<file path="config.mk">
export PLATFORM = sky130hd
export DESIGN_NAME = wb_arbiter
export DESIGN_NICKNAME = d
export VERILOG_FILES = /design/src/rtl/wb_arbiter.sv
export SDC_FILE = /design/constraint.sdc
export NUM_CORES = 1
export LEC_CHECK = 0
export BUFFER_PORTS_ARGS = -buffer_cell sky130_fd_sc_hd__buf_2
export CAP_MARGIN = 0
export CORE_MARGIN = 2
export CORE_UTILIZATION = 46
export CTS_BUF_LIST = sky130_fd_sc_hd__clkbuf_2
export CTS_CLUSTER_DIAMETER = 40
export DETAILED_ROUTE_END_ITERATION = 8
export PLACE_DENSITY_LB_ADDON = 0.15
export SETUP_SLACK_MARGIN = 0.5
export SYNTH_ARGS = -nofsm -noshare
export SYNTH_HDL_FRONTEND = slang
export SYNTH_SLANG_ARGS = --single-unit
</file>
<file path="constraint.sdc">
create_clock -name clk_i -period 5.7 [get_ports clk_i]
set_input_delay 1.71 -clock clk_i [delete_from_list [all_inputs] [get_ports clk_i]]
set_output_delay 1.71 -clock clk_i [all_outputs]
set_load 0.02 [all_outputs]
</file>
<file path="src/rtl/wb_arbiter.sv">
// Write-back arbiter: round-robin merge of NSRC result streams into a 2-entry
// output queue feeding the single commit port.
module wb_arbiter #(
    parameter int unsigned XLEN = 64,
    parameter int unsigned TAGW = 8,
    parameter int unsigned NSRC = 4
) (
    input  logic                       clk_i,
    input  logic                       arst_i,
    input  logic                       flush_i,
    input  logic [NSRC-1:0]            src_valid_i,
    input  logic [NSRC*XLEN-1:0]       src_data_i,
    input  logic [NSRC*TAGW-1:0]       src_itag_i,
    output logic [NSRC-1:0]            src_ready_o,
    output logic                       wb_valid_o,
    output logic [XLEN-1:0]            wb_data_o,
    output logic [TAGW-1:0]            wb_itag_o,
    output logic [$clog2(NSRC)-1:0]    wb_src_o,
    input  logic                       wb_ready_i
);

    localparam int unsigned SW = $clog2(NSRC);

    logic [XLEN-1:0] data_q [2];
    logic [TAGW-1:0] itag_q [2];
    logic [SW-1:0]   src_q  [2];
    logic            wr_ptr_q;
    logic            rd_ptr_q;
    logic [1:0]      count_q;
    logic [SW-1:0]   rr_ptr_q;

    logic [SW-1:0]   gnt_idx;
    logic            gnt_found;
    logic [SW-1:0]   rr_next;
    logic            push;
    logic            pop;

    // Search ascends from rr_ptr_q, wrapping modulo NSRC.
    always_comb begin
        logic [SW-1:0] idx;
        gnt_idx   = '0;
        gnt_found = 1'b0;
        for (int unsigned i = 0; i < NSRC; i++) begin
            idx = SW'((32'(rr_ptr_q) + i) % NSRC);
            if (!gnt_found && src_valid_i[idx]) begin
                gnt_found = 1'b1;
                gnt_idx   = idx;
            end
        end
    end

    always_comb begin
        src_ready_o = '0;
        if (gnt_found && (count_q != 2'd2) && !flush_i) begin
            src_ready_o[gnt_idx] = 1'b1;
        end
    end

    assign push    = |(src_valid_i & src_ready_o);
    assign pop     = wb_valid_o & wb_ready_i;
    assign rr_next = SW'((32'(gnt_idx) + 32'd1) % NSRC);

    assign wb_valid_o = (count_q != 2'd0);
    assign wb_data_o  = data_q[rd_ptr_q];
    assign wb_itag_o  = itag_q[rd_ptr_q];
    assign wb_src_o   = src_q[rd_ptr_q];

    always_ff @(posedge clk_i or posedge arst_i) begin
        if (arst_i) begin
            for (int i = 0; i < 2; i++) begin
                data_q[i] <= '0;
                itag_q[i] <= '0;
                src_q[i]  <= '0;
            end
            wr_ptr_q <= 1'b0;
            rd_ptr_q <= 1'b0;
            count_q  <= 2'd0;
            rr_ptr_q <= '0;
        end else if (flush_i) begin
            // Storage keeps its contents; count 0 is what invalidates entries.
            wr_ptr_q <= 1'b0;
            rd_ptr_q <= 1'b0;
            count_q  <= 2'd0;
            rr_ptr_q <= '0;
        end else begin
            if (push) begin
                data_q[wr_ptr_q] <= src_data_i[gnt_idx*XLEN +: XLEN];
                itag_q[wr_ptr_q] <= src_itag_i[gnt_idx*TAGW +: TAGW];
                src_q[wr_ptr_q]  <= gnt_idx;
                wr_ptr_q         <= ~wr_ptr_q;
                rr_ptr_q         <= rr_next;
            end
            if (pop) begin
                rd_ptr_q <= ~rd_ptr_q;
            end
            case ({push, pop})
                2'b10:   count_q <= count_q + 2'd1;
                2'b01:   count_q <= count_q - 2'd1;
                default: count_q <= count_q;
            endcase
        end
    end

endmodule

</file>
== Yosys cells after proc, flatten, opt, wreduce, memory -nomap -nowiden ==
Cells that the tools add are included.
Word-level totals
  register bits: 154
  input port bits: 296
  output and inout port bits: 79
  logic and storage cells: 99
Operators by class
  add/subtract/negate cells: 6
  $lt $le $gt $ge: 9
  equal/unequal tests: 3
  shifts and indexed selects: 2
  mux-type cells: 45
  bitwise logic cells: 7
  reductions and logical operators: 17
Operators with widths (count)
  $mux 64: 4
  $shiftx 256x9->64: 1
  $bwmux 128: 1
  $demux 64 s1: 1
  $mux 8: 4
  $shiftx 32x6->8: 1
  $mux 2: 11
  $bwmux 16: 1
  $lt 2x3->1 const B: 5
  $mux 1: 13
  $bmux 1 s2: 4
  $demux 8 s1: 1
  $logic_and 1x1->1: 7
  $add 2x1->2 const B: 3
  $reduce_bool 2->1: 3
  $add 2x2->2 const B: 2
  $and 4x4->4: 1
  $bwmux 4: 1
  $ge 2x2->1 const B: 2
  $logic_not 1->1: 4
  $mux 4: 1
  $not 1->2: 2
  $pmux 2 s2: 1
  $reduce_or 4->1: 1
  12 further kinds: 14

== Logic depth before layout (Yosys ltp) ==
  depth after elaboration: 22
  depth in mapped cells: 8
  mapped depth without buffers: 5

== Worst setup path after synthesis ==
Ideal clock, no wire load.
  kind: input-to-output
  from: input src_valid_i[2]
  to: output src_ready_o[1]
  data arrival time: 2.877 ns
  required time: 3.990 ns
  path slack: 1.113 ns
  stages: 6
  path buffers: 2
  path through: mux2i_1 -> o22a_1 -> nand2_2 -> buf_6 -> buf_4 -> nor3_1
Between the ends
  cells in the longest elaborated chain, start to end: 17
  elaborated cells on any way between the ends: 30
  classes of those cells: order compare (2); mux (19); reduce/logical (9)
Ends and longest elaborated chain
  start, declared: RTL line 11  | input logic [NSRC-1:0] src_valid_i,
  $bmux 1 s2: RTL line 45  | if (!gnt_found && src_valid_i[idx]) begin
  $mux 1 (not written as such): RTL line 45
  $mux 1: RTL line 45
  $logic_not 1->1: RTL line 45
  $logic_and 1x1->1: RTL line 45
  $mux 1: RTL line 45
  $logic_not 1->1: RTL line 45
  $logic_and 1x1->1: RTL line 45
  $mux 1: RTL line 45
  $logic_not 1->1: RTL line 45
  $logic_and 1x1->1: RTL line 45
  $mux 2: RTL line 45
  $lt 2x3->1 (not written as such) or $ge 2x1->1 (tied branches): RTL line 55  | src_ready_o[gnt_idx] = 1'b1;
  $logic_and 1x1->1 (not written as such): RTL line 55
  $mux 1 (not written as such): RTL line 55
  $demux 1 s2: RTL line 55
  $mux 4 *: RTL line 54  | if (gnt_found && (count_q != 2'd2) && !flush_i) begin
  end, declared: RTL line 14  | output logic [NSRC-1:0] src_ready_o,
Every way passes the cells marked *; elsewhere a longest branch is shown, timed or not. The select of a mux whose other input is x is not followed.

== Final worst setup path ==
  from: input src_valid_i[0]
  to: output src_ready_o[3]
Same word-level chain as after synthesis.

==> impl_summary.txt <==
----------------------------------------------------
[Synthesis]
  Mux cell area share after synthesis ... 0.250
  Post-synth EDFFs ... 0
  Synth Net Count ... 1085
  Area fraction in compound gates after synthesis ... 0.197
  Yosys Warn Count ... 0
  Combined area of all synthesized cells ... 9180 µm²
  Xor-xnor portion of the synthesized cell area ... 0.00191
  Share of synthesized flip-flops with an asynchronous set or reset ... 1.00
  Area share of fa/ha/maj cells after synthesis ... 0
  Largest family of logic cells by synthesized area ... multiplexers
  Flip-flop and latch count after synthesis ... 154
  Number of distinct library cells after synthesis ... 37
  Gate count after technology mapping ... 789
  Per-instance average area after synthesis ... 11.6 µm²
  Seq/Total Area, Yosys ... 0.420
  Area fraction in and, or, nand and nor cells after synthesis ... 0.0834
  Prevailing post-synth register cell ... sky130_fd_sc_hd__dfrtp_1

[Drt]
  Drc violations ... 0
  Detailed-route via count ... 7852
  Router iterations before antenna repair ... 4
  Per-cell routed wire length ... 18.7 µm
  Sum of routed wire length over all layers ... 26300 µm
  Post-DRT Antenna Nets ... 0
  Vias/cell ... 5.59
  DRC violation total after the first TritonRoute iteration ... 486

[Critical path]
  Worst EP arrival ... 2.98 ns
  Cell chain of the critical path ... buf_2 > nor4_4 > or3_1 > nor3_1 > buf_2
  Cell occurring most often along the worst timing path ... sky130_fd_sc_hd__buf_2
  Type of element capturing the critical path ... output port
  Crit path kind ... input port to output port
  Max stage delay cell, worst path ... sky130_fd_sc_hd__nor4_4
  WP data required ... 3.99 ns
  Element type at the critical path start ... input port
  Worst-path fanout max ... 8
  CP max stage delay ... 0.42 ns

[STA]
  Post-route worst setup slack ... 1.01 ns
  Final setup violating endpoints ... 0
  Share of the clock period used by the worst path after layout ... 0.824
  Normalized max-slew margin ... 0.207
  Clock period minus final worst setup slack ... 4.69 ns
  Worst hold slack ... 0.507 ns
  Worst-margin pin slew ... 1.19 ns
  Unrepaired setup endpoints after global routing ... no
  Total count of max-transition violations in the final report ... 0
  Number of endpoints with negative hold slack in the final report ... 0
  Highest clock rate ... 213 MHz
  Setup clock skew after layout ... 0.0233 ns
  Sum of negative setup slack ... 0 ns

[Global route]
  Largest net degree at the start of global routing ... 155
  GRT overflow ... 0
  First-pass GRT wire length ... 42500 µm
  Aggregate global-route resource usage ... 0.249
  Vias in the first global route ... 8142
  Number of antenna violations at the first check in global routing ... 1

[Final layout]
  Non-filler cells in the finished layout ... 1404
  Sequential Area ... 3860 µm²
  Share of layout cells above drive strength 1 ... 0.507
  Final Core Density ... 0.583
  Layout overhead on the synthesized area ... 24.0%
  Area of the multi-input gates ... 4910 µm²
  Layout fillers ... 1716
  NumNets Final ... 1421

[Placed design]
  Number of buffer cells added on primary ports ... 374
  Post-place setup slack ... 0.994 ns
  Half-perimeter wire length after placement ... 17900 µm
  Placed cell count ... 1371
  Final weighted congestion in routability-driven placement ... 0.783

[Clocking]
  # Post-CTS Setup Buffers ... 0
  Num Clock Sinks ... 154
  Clock slew at the register clock pins of the worst setup and hold paths ... 0.21 ns
  Post-cts resize count ... 0
  CTS buffer count ... 17
  Clock tree from TritonCTS ... built
  Clock tree root driver cell ... sky130_fd_sc_hd__clkbuf_2
  Number of levels in the clock H-tree ... 4
  Later-pin clock latency in the skew report ... 0.69 ns
  Hold bufs inserted after CTS ... 0
  Buffer depth of the longest clock path ... 2

[Power and ir drop]
  Peak supply drop ... 0.000163 V
  Pwr Density ... 412 nW/µm²
  Leakage power total ... 5.78 nW

[Floorplanning]
  Floorplan die height ... 145 µm
  Die ar. ... 21100 µm²
  Number of placement rows ... 51
  Horizontal die dimension ... 145 µm
  Count of boundary I/O pins ... 375
  Core area ... 19500 µm²
  Effective utilization at floorplan ... 0.470

[Run]
  # Max-Cap Violations ... 0

[Run status]
  Run status ... completed

[Worst hold path]
  Type of the most critical hold path ... flip-flop to flip-flop

----------------------------------------------------
## through the flow
| stage | cell area, µm² | total power [mW] |
|---|---|---|
| after global routing | 11400 | 5.00 |
| after CTS | 11400 | 4.72 |
| after detailed placement | 11100 | 4.04 |
| after global placement | 11100 | 3.99 |
| after floorplan | 9190 | 3.41 |
| final | 11400 | 4.69 |
## path summary, 6_finish.rpt
| check | from | end | slack [ns] | cells after the start |
|---|---|---|---|---|
| min in group asynchronous | arst_i | count_q[1] | 1.14 | 3 |
| hold reg to reg | src_q[1] | src_q[1] | 0.51 | 2 |
| hold / removal | src_q[1] | src_q[1] | 0.51 | 2 |
| setup reg to reg | rr_ptr_q[1] | data_q[20] | 2.90 | 6 |
| max in group asynchronous | arst_i | itag_q[13] | 3.83 | 3 |
| setup / recovery | src_valid_i[0] | src_ready_o[3] | 1.01 | 5 |
## report_power, final
group	switching [mW]	internal, mW	total, mW
sequential	0.257	1.54	1.80
combinational	1.25	0.960	2.21
clock	0.398	0.284	0.681
total	1.91	2.78	4.69
## layout make-up
type                            instances  area share
Antenna cell                            2    0.000439
Clock buffer                           18     0.00791
Clock inverter                         13      0.0154
Inverter                                2    0.000988
Multi-Input combinational cell        563       0.431
Sequential cell                       154       0.339
Tap cell                              265      0.0291
Timing Repair Buffer                  387       0.176
## cell usage in the layout, fill, tap and decap left out, types with 2 or more instances in the layout
| cell type | count |
|---|---|
| sky130_fd_sc_hd__buf_4 | 10 |
| sky130_fd_sc_hd__nor3_1 | 4 |
| sky130_fd_sc_hd__o221ai_1 | 74 |
| sky130_fd_sc_hd__nand2_1 | 155 |
| sky130_fd_sc_hd__clkbuf_2 | 18 |
| sky130_fd_sc_hd__clkinv_2 | 4 |
| sky130_fd_sc_hd__o21ai_1 | 2 |
| sky130_fd_sc_hd__buf_12 | 3 |
| sky130_fd_sc_hd__a21oi_1 | 4 |
| sky130_fd_sc_hd__nor2b_1 | 2 |
| sky130_fd_sc_hd__nand3_2 | 2 |
| sky130_fd_sc_hd__mux2_2 | 74 |
| sky130_fd_sc_hd__nand2_4 | 2 |
| sky130_fd_sc_hd__diode_2 | 2 |
| sky130_fd_sc_hd__o21ai_0 | 2 |
| sky130_fd_sc_hd__o221ai_2 | 70 |
| sky130_fd_sc_hd__o21a_1 | 3 |
| sky130_fd_sc_hd__clkinvlp_4 | 4 |
| sky130_fd_sc_hd__bufinv_16 | 4 |
| sky130_fd_sc_hd__dfrtp_1 | 153 |
| sky130_fd_sc_hd__nor2_1 | 5 |
| sky130_fd_sc_hd__mux2i_1 | 146 |
| sky130_fd_sc_hd__buf_2 | 374 |
## critical path, delay by kind of cell
family | cells | cell delay (ns)
buffers and inverters | 2 | 0.32
AND/OR/NAND/NOR | 3 | 0.96
## synthesized netlist by cell type (all sizes together) (2+ instances only)
master	instances	area, µm²
nand2	159	609
nor2b	2	12.5
nand2b	2	12.5
nor3	5	30.0
mux2	74	833
dfrtp	154	3850
nor2	6	38.8
nand3	2	15.0
o21ai	4	20.0
inv	2	7.51
o221ai	144	1700
o21a	3	22.5
mux2i	146	1460
buf	55	380
o22a	2	18.8
clkbuf	15	56.3
a21oi	4	20.0
## per-layer routing
| layer | GRT usage | vias up | wire length (µm) |
|---|---|---|---|
| met2 | 0.443 | 296 | 13400 |
| li1 | - | 3697 | - |
| met3 | 0.0528 | 34 | 1490 |
| met1 | 0.303 | 3825 | 10900 |
| met5 | 0 | - | 0 |
| met4 | 0.0770 | 0 | 509 |
## kinds of logic (layout without fill, tap and decap cells)
group,count (synthesis),count (layout)
other,0,2
flip-flops,154,154
buffers and inverters,72,420
AO/OA/AOI/OAI,160,160
XOR/XNOR,2,2
AND/OR/NAND/NOR,181,181
multiplexers,220,220
## flip-flops by register name, summed over array words and instances (netlist names)
register / count
data_q: 128
itag_q: 16
src_q: 4
count_q: 2
rr_ptr_q: 2
rd_ptr_q: 1
wr_ptr_q: 1
Power figures use the tool's default switching activity.
